### config.mk
export PLATFORM = sky130hd
export DESIGN_NAME = mem_access
export DESIGN_NICKNAME = d
export VERILOG_FILES = /design/src/rtl/mem_access_pkg.sv /design/src/rtl/mem_access_load_ext.sv /design/src/rtl/mem_access.sv
export SDC_FILE = /design/constraint.sdc
export NUM_CORES = 1
export LEC_CHECK = 0
export CORE_UTILIZATION = 31
export CTS_CLUSTER_SIZE = 25
export DETAILED_ROUTE_END_ITERATION = 8
export PLACE_DENSITY = 0.88
export SLEW_MARGIN = 20
export SYNTH_ARGS = -nofsm -noshare
export SYNTH_HDL_FRONTEND = slang
export SYNTH_SLANG_ARGS = --single-unit
### constraint.sdc
create_clock -name clk -period 1.9 [get_ports clk]
set_clock_uncertainty 0.2 [all_clocks]
set_input_delay 0.19 -clock clk [delete_from_list [all_inputs] [get_ports clk]]
set_output_delay 0.19 -clock clk [all_outputs]
set_load 0.01 [all_outputs]
### src/rtl/mem_access_pkg.sv
// mem_access_pkg: shared definitions for the MEM stage.
//   - MIPS opcode constants for the load/store subset handled here
//   - load-type encoding consumed by load_ext
//   - access size, FSM state encodings
//   - decoded-instruction and MEM/WB register structs, opcode decoder
package mem_access_pkg;

  localparam int NUM_LANES = 4;   // byte lanes per data word
  localparam int VEC_W     = 8;   // bits per lane

  localparam logic [5:0] OP_LB  = 6'h20;
  localparam logic [5:0] OP_LH  = 6'h21;
  localparam logic [5:0] OP_LW  = 6'h23;
  localparam logic [5:0] OP_LBU = 6'h24;
  localparam logic [5:0] OP_LHU = 6'h25;
  localparam logic [5:0] OP_SB  = 6'h28;
  localparam logic [5:0] OP_SH  = 6'h29;
  localparam logic [5:0] OP_SW  = 6'h2b;

  typedef enum logic [2:0] {LT_W, LT_H, LT_HU, LT_B, LT_BU} load_t;
  typedef enum logic [1:0] {SZ_B, SZ_H, SZ_W} size_t;
  typedef enum logic       {S_IDLE, S_WAIT} state_t;

  typedef struct packed {
    logic  ld;
    logic  st;
    size_t sz;
    load_t lt;
  } dec_t;

  typedef struct packed {
    logic        valid;
    logic [4:0]  ra3;
    logic [31:0] data;
    logic        bus_err;
    logic        align_err;
  } wb_t;

  function automatic dec_t decode(input logic [5:0] op);
    dec_t d;
    d.ld = 1'b0;
    d.st = 1'b0;
    d.sz = SZ_W;
    d.lt = LT_W;
    case (op)
      OP_LW:  begin d.ld = 1'b1; d.sz = SZ_W; d.lt = LT_W;  end
      OP_LH:  begin d.ld = 1'b1; d.sz = SZ_H; d.lt = LT_H;  end
      OP_LHU: begin d.ld = 1'b1; d.sz = SZ_H; d.lt = LT_HU; end
      OP_LB:  begin d.ld = 1'b1; d.sz = SZ_B; d.lt = LT_B;  end
      OP_LBU: begin d.ld = 1'b1; d.sz = SZ_B; d.lt = LT_BU; end
      OP_SW:  begin d.st = 1'b1; d.sz = SZ_W; end
      OP_SH:  begin d.st = 1'b1; d.sz = SZ_H; end
      OP_SB:  begin d.st = 1'b1; d.sz = SZ_B; end
      default: ;
    endcase
    return d;
  endfunction

endpackage

### src/rtl/mem_access_load_ext.sv
// load_ext: combinational load lane select and sign/zero extension.
//   rdata  in  32  raw word from data memory
//   a      in  2   byte offset within the word
//   lt     in      load type (LT_W/LT_H/LT_HU/LT_B/LT_BU)
//   data   out 32  extended register write value
module load_ext
  import mem_access_pkg::*;
(
  input  logic [31:0] rdata,
  input  logic [1:0]  a,
  input  load_t       lt,
  output logic [31:0] data
);

  logic [NUM_LANES-1:0][VEC_W-1:0] lanes;
  logic [7:0]  b;
  logic [15:0] h;

  assign lanes = rdata;
  assign b     = lanes[a];
  assign h     = a[1] ? rdata[31:16] : rdata[15:0];

  always_comb begin
    data = rdata;
    case (lt)
      LT_H:    data = {{16{h[15]}}, h};
      LT_HU:   data = {16'h0, h};
      LT_B:    data = {{24{b[7]}}, b};
      LT_BU:   data = {24'h0, b};
      default: data = rdata;
    endcase
  end

endmodule

### src/rtl/mem_access.sv
// mem_access: MEM stage of the 5-stage MIPS pipeline.
// Issues req/ack data-memory accesses for lw/lh/lhu/lb/lbu/sw/sh/sb, builds
// byte enables and lane-replicated store data, extends load data, and
// registers the MEM/WB result. busy_MEM stalls upstream while an access waits.
// An access left unacknowledged for TIMEOUT_CYCLES cycles is aborted and
// retired with bus_err_WB.
// Optional feature macro: MEM_ALIGN_CHECK_EN -- misaligned lw/sw/lh/lhu/sh are
// not issued; they retire at once with align_err_WB=1 (extra output port).
// Ports:
//   clk, reset (async, active low)
//   valid_MEM, Instr_MEM, ALUout_MEM, WData_MEM, RegA3_MEM  : from EX
//   dm_req, dm_we, dm_addr, dm_be, dm_wdata / dm_rdata, dm_ack : memory bus
//   busy_MEM                                                 : stall upstream
//   valid_WB, RegA3_WB, WBData_WB, bus_err_WB [, align_err_WB] : MEM/WB regs
module mem_access
  import mem_access_pkg::*;
#(
  parameter int TIMEOUT_CYCLES = 16,
  parameter int TIMEOUT_W      = 5
)(
  input  logic        clk,
  input  logic        reset,
  input  logic        valid_MEM,
  input  logic [31:0] Instr_MEM,
  input  logic [31:0] ALUout_MEM,
  input  logic [31:0] WData_MEM,
  input  logic [4:0]  RegA3_MEM,
  output logic        dm_req,
  output logic        dm_we,
  output logic [31:0] dm_addr,
  output logic [3:0]  dm_be,
  output logic [31:0] dm_wdata,
  input  logic [31:0] dm_rdata,
  input  logic        dm_ack,
  output logic        busy_MEM,
  output logic        valid_WB,
  output logic [4:0]  RegA3_WB,
  output logic [31:0] WBData_WB,
`ifdef MEM_ALIGN_CHECK_EN
  output logic        align_err_WB,
`endif
  output logic        bus_err_WB
);

  state_t                 state, state_nxt;
  logic [TIMEOUT_W-1:0]   cnt, cnt_nxt;
  dec_t                   dec;
  logic [1:0]             a;
  logic                   mem_op, mis, go, abort;
  logic [31:0]            ld_data;
  wb_t                    wb_q, wb_d;
  logic [NUM_LANES-1:0][VEC_W-1:0] rt_l, wd_l;

  assign dec    = decode(Instr_MEM[31:26]);
  assign a      = ALUout_MEM[1:0];
  assign mem_op = valid_MEM & (dec.ld | dec.st);

`ifdef MEM_ALIGN_CHECK_EN
  assign mis = mem_op & (((dec.sz == SZ_W) & (a != 2'b00)) |
                         ((dec.sz == SZ_H) & a[0]));
  assign align_err_WB = wb_q.align_err;
`else
  assign mis = 1'b0;
`endif

  assign go    = mem_op & ~mis;
  assign abort = (state == S_WAIT) & ~dm_ack &
                 (cnt == TIMEOUT_W'(TIMEOUT_CYCLES - 1));

  // Gated by reset so a reset landing mid-access drops the bus immediately,
  // even while EX still presents the stalled memory instruction.
  assign dm_req   = reset & ((state == S_WAIT) | go);
  assign dm_we    = dm_req & dec.st;
  assign busy_MEM = reset & go & ~dm_ack & ~abort;
  assign dm_addr  = {ALUout_MEM[31:2], 2'b00};

  // Per-lane byte enable and store data steering.
  assign rt_l = WData_MEM;
  for (genvar i = 0; i < NUM_LANES; i++) begin : g_lane
    localparam logic [1:0] LN = 2'(i);
    assign dm_be[i] = (dec.sz == SZ_W) |
                      ((dec.sz == SZ_H) & (a[1] == LN[1])) |
                      ((dec.sz == SZ_B) & (a == LN));
    assign wd_l[i]  = (dec.sz == SZ_W) ? rt_l[i] :
                      (dec.sz == SZ_H) ? rt_l[i % 2] : rt_l[0];
  end
  assign dm_wdata = wd_l;

  load_ext u_load_ext (
    .rdata (dm_rdata),
    .a     (a),
    .lt    (dec.lt),
    .data  (ld_data)
  );

  always_comb begin
    state_nxt = state;
    cnt_nxt   = cnt;
    case (state)
      S_IDLE: if (go & ~dm_ack) begin
        state_nxt = S_WAIT;
        cnt_nxt   = TIMEOUT_W'(1);
      end
      S_WAIT: if (dm_ack | abort) begin
        state_nxt = S_IDLE;
        cnt_nxt   = '0;
      end else begin
        cnt_nxt = cnt + TIMEOUT_W'(1);
      end
      default: begin
        state_nxt = S_IDLE;
        cnt_nxt   = '0;
      end
    endcase
  end

  // MEM/WB next value: bubble while stalled, error retire on abort or
  // misalignment, otherwise the normal retire.
  always_comb begin
    wb_d = '0;
    if (busy_MEM) begin
      wb_d = '0;
    end else if (abort) begin
      wb_d.valid   = 1'b1;
      wb_d.bus_err = 1'b1;
    end else if (mis) begin
      wb_d.valid     = 1'b1;
      wb_d.align_err = 1'b1;
      wb_d.data      = ALUout_MEM;
    end else begin
      wb_d.valid = valid_MEM;
      wb_d.ra3   = dec.st ? 5'd0 : RegA3_MEM;
      wb_d.data  = (mem_op & dec.ld) ? ld_data : ALUout_MEM;
    end
  end

  always_ff @(posedge clk or negedge reset) begin
    if (!reset) begin
      state <= S_IDLE;
      cnt   <= '0;
      wb_q  <= '0;
    end else begin
      state <= state_nxt;
      cnt   <= cnt_nxt;
      wb_q  <= wb_d;
    end
  end

  assign valid_WB   = wb_q.valid;
  assign RegA3_WB   = wb_q.ra3;
  assign WBData_WB  = wb_q.data;
  assign bus_err_WB = wb_q.bus_err;

  // Only the opcode field is decoded here.
  logic unused_bits;
`ifdef MEM_ALIGN_CHECK_EN
  assign unused_bits = ^Instr_MEM[25:0];
`else
  assign unused_bits = ^{Instr_MEM[25:0], wb_q.align_err};
`endif

endmodule
==> flow_metrics.env, run 1 <==
export IMPL_drive_gt1_share_pct=29.0
export IMPL_yosysWarnings=0
export IMPL_grt_max_degree=33
export IMPL_htreeDepth=2
export IMPL_grt_pass1_vias=3892
export IMPL_numClockSinks=45
export IMPL_grt_antenna_before_repair=0
export IMPL_timing_fmax_ghz=0.501
export IMPL_synth_distinct_cells=44
export IMPL_cap_violations=0
export IMPL_tightest_slew_ns=0.595
export IMPL_cts_buffers=5
export IMPL_async_flop_share_pct=100
export IMPL_slew_headroom_pct=60.2
export IMPL_finalSetupViolations=35
export IMPL_leakage_uw=0.00269
export IMPL_cp_end_kind="register"
export IMPL_cts_tree="built"
export IMPL_outcome="finished with violations"
export IMPL_synth_ff_type="dfrtp_1"
export IMPL_synth_compound_area_share_pct=20.1
export IMPL_grt_pass1_wl_microns=18300
export IMPL_post_place_ws_ns=-0.760
export IMPL_cp_max_fo=5
export IMPL_postSynthCellCount=376
export IMPL_vias_per_cell=5.05
export IMPL_syn_area_sq_um=3160
export IMPL_ys_seq_elements=45
export IMPL_start_util_pct=32.2
export IMPL_fillCellCount=818
export IMPL_antennaDiodeCount=0
export IMPL_grt_remaining_overflow=0
export IMPL_syn_to_final_growth_pct=93.6
export IMPL_reg2reg_depth=8
export IMPL_synth_area_leaders="dfrtp_1, buf_4, nand2_1, mux2_2, o211ai_1"
export IMPL_final_max_slew_viol_count=0
export IMPL_hold_viol=0
export IMPL_seqCellArea_sq_um=1130
export IMPL_place_hpwl_microns=9630
export IMPL_io_buffers=218
export IMPL_endpoint="WBData_WB[13]"
export IMPL_multi_input_area_sq_um=1880
export IMPL_dieWidth_microns=103
export IMPL_timing_rr_end="WBData_WB[13]"
export IMPL_synth_mux_area_share_pct=9.26
export IMPL_crit_path_start_kind="register"
export IMPL_finalWeightedCongestion=0.793
export IMPL_cts_buffer_depth=2
export IMPL_clock_latency_ns=0.30
export IMPL_boundaryPins=247
export IMPL_synth_edf_count=0
export IMPL_avgRoutedWirePerCell_microns=17.1
export IMPL_route_detailed_drc=0
export IMPL_rows=36
export IMPL_rsz0062_at_grt="true"
export IMPL_dr_pass1_iters=4
export IMPL_r2r_slack_ns=-0.1
export IMPL_syn_avg_cell_area_sq_um=8.41
export IMPL_irDropWorstVdd_v=0.000258
export IMPL_timing_rr_start="cnt[1]"
export IMPL_synth_simple_gate_area_share_pct=19.5
export IMPL_drt_iter0_drc=111
export IMPL_track_usage_pct=22.6
export IMPL_synth_top_area_cell="dfrtp_1"
export IMPL_period_share_pct=105
export IMPL_whs_ns=0.0715
export IMPL_fin_crit_ns=2.00
export IMPL_required_ns=1.90
export IMPL_cts_root_buf="clkbuf_8"
export IMPL_die_area_sq_um=10600
export IMPL_synth_top_area_share_pct=35.6
export IMPL_synth_xor_area_share_pct=0.554
export IMPL_vias=3759
export IMPL_ant_nets=0
export IMPL_crit_start="cnt[1]"
export IMPL_worst_slack_ns=-0.0960
export IMPL_seq_area_frac_synth_pct=35.6
export IMPL_drt_total_wl_microns=12700
export IMPL_hold_path_depth=4
export IMPL_die_h_microns=103
export IMPL_failed_checks="negative setup slack"
export IMPL_path_class="reg2reg"
export IMPL_nets=749
export IMPL_cts_reportedPaths_clkPinSlew_ns=0.08
export IMPL_synthAdderAreaFrac_pct=0.791
export IMPL_synth_top_family_by_area="compound AO/OA/AOI/OAI gates"
export IMPL_holdCritPathClass="in2reg"
export IMPL_coreArea_sq_um=9820
export IMPL_powerDensity_nw_per_um2=450
export IMPL_cp_data_arrival_time_ns=2.00
[cells in the mapped netlist (2+ instances only)]
cell type / instances
buf_2: 6
a21oi_1: 21
nor2_2: 2
o21ai_0: 19
buf_4: 43
dfrtp_1: 45
nor3_1: 9
nand3_1: 10
nor2_1: 13
and3_1: 2
mux2i_1: 9
a211o_1: 2
o211ai_1: 17
a21o_1: 2
mux2_2: 17
nand2b_1: 4
ha_1: 2
a22o_1: 3
a221oi_1: 10
nand2_1: 85
a221oi_2: 5
inv_1: 4
o211a_1: 2
nor2b_1: 5
and2_1: 5
clkbuf_1: 16
[through the flow]
stage / util [%] / setup TNS [ns] / cell area [sq um] / power [uW] / std cells
after floorplan: - / -0.271 / 3180 / 1460 / 377
after global placement: 57.3 / -33.55 / 5630 / 2080 / 721
after detailed placement: 57.3 / -35.85 / 5630 / 2110 / 721
after CTS: 59.8 / -1.03 / 5870 / 2720 / 740
after global routing: 62.3 / -4.10 / 6120 / 2890 / 744
final: 62.3 / -1.83 / 6120 / 2760 / 744
[worst max-delay path: stages (launching register included)]
cell and delay (ns):
dfrtp_1 0.40, ha_2 0.20, and3_4 0.15, ha_4 0.16, nand2_4 0.07, nor2_4 0.04, a41o_4 0.28, clkbuf_16 0.17
a221oi_1 0.22
[cell type report]
class,instances,share of cell area [%]
repair buffers,293,46.5
multi-input cells,261,30.8
flip-flops and latches,45,18.4
well taps,133,2.72
clock buffers,7,1.25
inverters,4,0.245
clock inverters,1,0.123
[cells in the final DEF (no fill, tap or decap), types with 3 or more instances in the layout]
cell type        count
clkbuf_8             5
dlygate4sd2_1       12
o211ai_1            17
o21ai_0             18
nand2_1             83
mux2i_1              8
nor2b_1              4
a22o_1               3
dfrtp_1             45
buf_2                9
nor2_1              11
a21oi_1              5
nor2_4               3
inv_1                4
a21oi_2             15
mux2_2              10
clkbuf_2             7
mux2_4               7
a221oi_2            14
buf_12               8
buf_4               52
nor3_2               8
buf_6               17
clkdlybuf4s50_1    179
nand2b_1             3
nand3_1             10
and2_1               5
[state kept, by name, summed over array words and instances (netlist names)]
signal and count:
cnt 5, state 1, WBData_WB 32, valid_WB 1, bus_err_WB 1, RegA3_WB 5
[per-layer routing]
metal  track usage, %  wire, microns
met3             4.54            990
met5                0              0
met1             23.1           4580
met4             9.97            294
met2             44.1           6880
[repair_timing]
action	in CTS	in global routing
setup buffers	9	2
gates resized for setup	125	62
gates cloned	0	2
endpoints found under the hold margin	45	0
pin swaps	6	7
hold buffers	2	0
endpoints found under the setup margin	70	59
[cell families after synthesis]
logic type / count (synthesis)
AO/OA/AOI/OAI: 89
other: 1
multiplexers: 27
adder cells (fa/ha/maj): 2
flip-flops: 45
XOR/XNOR: 2
AND/OR/NAND/NOR: 139
buffers and inverters: 71
[report_power, final]
| group | leakage, uW | switching, uW | internal [uW] | total [uW] |
|---|---|---|---|---|
| sequential | 0.000541 | 28.7 | 1030 | 1060 |
| clock | 0.0000385 | 337 | 261 | 598 |
| combinational | 0.00211 | 450 | 651 | 1100 |
[worst min path at each step]
stage	start	to	slack, ns
2_1_floorplan	reset	RegA3_WB[0]	-0.31
3_3_place_gp	reset	RegA3_WB[4]	-0.002
3_5_place_dp	reset	bus_err_WB	-0.004
4_1_cts	Instr_MEM[30]	valid_WB	0.04
5_1_grt	Instr_MEM[30]	valid_WB	0.08
6_report	Instr_MEM[30]	valid_WB	0.07
(Power assumes the default switching activity.)
==> run 2: changes to the inputs <==
Settings changed: REMOVE_ABC_BUFFERS from default to 1.
==> run 2 against run 1 <==
The run still ends with negative setup slack left; critical path type unchanged; final area grew 0.92%; sequential cell count is the same; first-iteration DRC count grew 32%; register-to-register slack lost 0.04 ns; core utilization grew 0.57 points; power grew 11%; clock power grew 49%; cell count shrank 1.1%; non-clock buffer count shrank 8; worst setup slack lost 0.035 ns.
==> flow_metrics.env, run 2 (synthesized netlist as in run 1, its figures left out) <==
export IMPL_grt_pass1_wl_microns=19100
export IMPL_worst_slack_ns=-0.131
export IMPL_setup_tns_ns=-2.64
export IMPL_nets=741
export IMPL_cts_reportedPaths_clkPinSlew_ns=0.10
export IMPL_htreeDepth=2
export IMPL_design_area_sq_um=6180
export IMPL_drive_gt1_share_pct=28.5
export IMPL_vias=3785
export IMPL_grt_antenna_before_repair=0
export IMPL_grt_max_degree=40
export IMPL_ant_nets=0
export IMPL_avgRoutedWirePerCell_microns=17.9
export IMPL_period_share_pct=107
export IMPL_cp_data_arrival_time_ns=2.05
export IMPL_r2r_slack_ns=-0.13
export IMPL_grt_use_met2_pct=45.4
export IMPL_required_ns=1.92
export IMPL_numClockSinks=45
export IMPL_rsz0062_at_grt="true"
export IMPL_start_util_pct=32.2
export IMPL_hold_viol=0
export IMPL_drt_iter0_drc=147
export IMPL_cts_buffers=5
export IMPL_cts_root_buf="clkbuf_8"
export IMPL_largest_register_ffs=32
export IMPL_fin_crit_ns=2.03
export IMPL_slew_headroom_pct=64.3
export IMPL_path_class="reg2reg"
export IMPL_place_inst=716
export IMPL_finalSetupViolations=38
export IMPL_vias_per_cell=5.14
export IMPL_syn_to_final_growth_pct=95.3
export IMPL_route_detailed_drc=0
export IMPL_rows=36
export IMPL_cp_max_fo=7
export IMPL_holdCritPathClass="in2reg"
export IMPL_tightest_slew_ns=0.535
export IMPL_dieWidth_microns=103
export IMPL_coreArea_sq_um=9820
export IMPL_met3_usage_pct=4.95
export IMPL_place_hpwl_microns=9630
export IMPL_final_max_slew_viol_count=0
export IMPL_layout_cells_non_filler=736
export IMPL_grt_remaining_overflow=0
export IMPL_drt_total_wl_microns=13200
export IMPL_cp_end_kind="register"
export IMPL_cts_buffer_depth=2
export IMPL_timing_fmax_ghz=0.492
export IMPL_grt_pass1_vias=3904
export IMPL_crit_path_start_kind="register"
export IMPL_powerDensity_nw_per_um2=496
export IMPL_die_h_microns=103
export IMPL_track_usage_pct=23.9
export IMPL_dr_pass1_iters=4
export IMPL_placed_cell_area_sq_um=5600
export IMPL_antennaDiodeCount=0
export IMPL_die_area_sq_um=10600
export IMPL_met1_usage_pct=24.6
export IMPL_leakage_uw=0.00269
export IMPL_irDropWorstVdd_v=0.000275
export IMPL_final_common_cell="clkdlybuf4s50_1"
export IMPL_clock_latency_ns=0.31
export IMPL_fillCellCount=768
export IMPL_fin_util_pct=62.9
export IMPL_final_cell_mix="clkdlybuf4s50_1, nand2_1, dfrtp_1, buf_4, buf_6"
export IMPL_io_buffers=218
export IMPL_p_total_uw=3060
export IMPL_failed_checks="negative setup slack"
export IMPL_cap_violations=0
export IMPL_finalWeightedCongestion=0.886
export IMPL_cts_tree="built"
export IMPL_grt_most_used_layer="met2"
export IMPL_outcome="finished with violations"
export IMPL_boundaryPins=247
==> run 2: repair_timing <==
action                                 4_1_cts  5_1_grt
cloned                                       2        0
endpoints found under the hold margin       45        0
hold buffers                                 1        0
setup endpoints to repair                   68       57
gates resized for setup                    160       33
buffers inserted                             7        3
pin swaps                                    7        7
==> run 2: worst paths after layout <==
kind                       cells past startpoint            end      start
setup / recovery                               8   WBData_WB[9]     cnt[0]
hold / removal                                 3       valid_WB  valid_MEM
setup reg to reg                               8   WBData_WB[9]     cnt[0]
hold reg to reg                                1         cnt[4]     cnt[4]
max in group asynchronous                      4  WBData_WB[17]      reset
min in group asynchronous                      3         cnt[0]      reset
==> run 2: final cells by class <==
type / instances / area, sq um / share of cell area [%]
clock buffer: 5 / 68.8 / 1.11
inverter: 4 / 15.0 / 0.243
tap: 133 / 166 / 2.69
timing repair buffer: 285 / 2820 / 45.6
multi-input combinational: 261 / 1920 / 31.1
sequential: 45 / 1130 / 18.2
clock inverter: 3 / 65.1 / 1.05
==> run 2: metal layers <==
metal | wire length [microns] | share of wire, %
met5 | 0 | 0
met4 | 535 | 4.1
met3 | 1180 | 9.0
met2 | 6740 | 51
met1 | 4750 | 36
==> run 2: worst max-delay path, cell delays in order (launching register included) <==
cell and delay [ns]:
dfrtp_1 0.40, ha_2 0.19, and3_4 0.20, ha_4 0.17, nand2_4 0.08, nor2_4 0.04
a41o_4 0.30, buf_16 0.17, a221oi_4 0.20
==> run 2: power breakdown <==
part | leakage [uW] | internal (uW) | switching, uW
registers | 0.000541 | 1030 | 29.4
logic | 0.00208 | 654 | 456
clock network | 0.0000681 | 523 | 369
==> run 2: per-stage QoR <==
| step | hold WS, ns | setup slack (ns) |
|---|---|---|
| finish | 0.0859 | -0.131 |
| global route | 0.106 | -0.165 |
| detailed placement | -0.0651 | -0.687 |
| global placement | -0.0660 | -0.678 |
| CTS | 0.169 | -0.109 |
| floorplan | -0.306 | -0.486 |
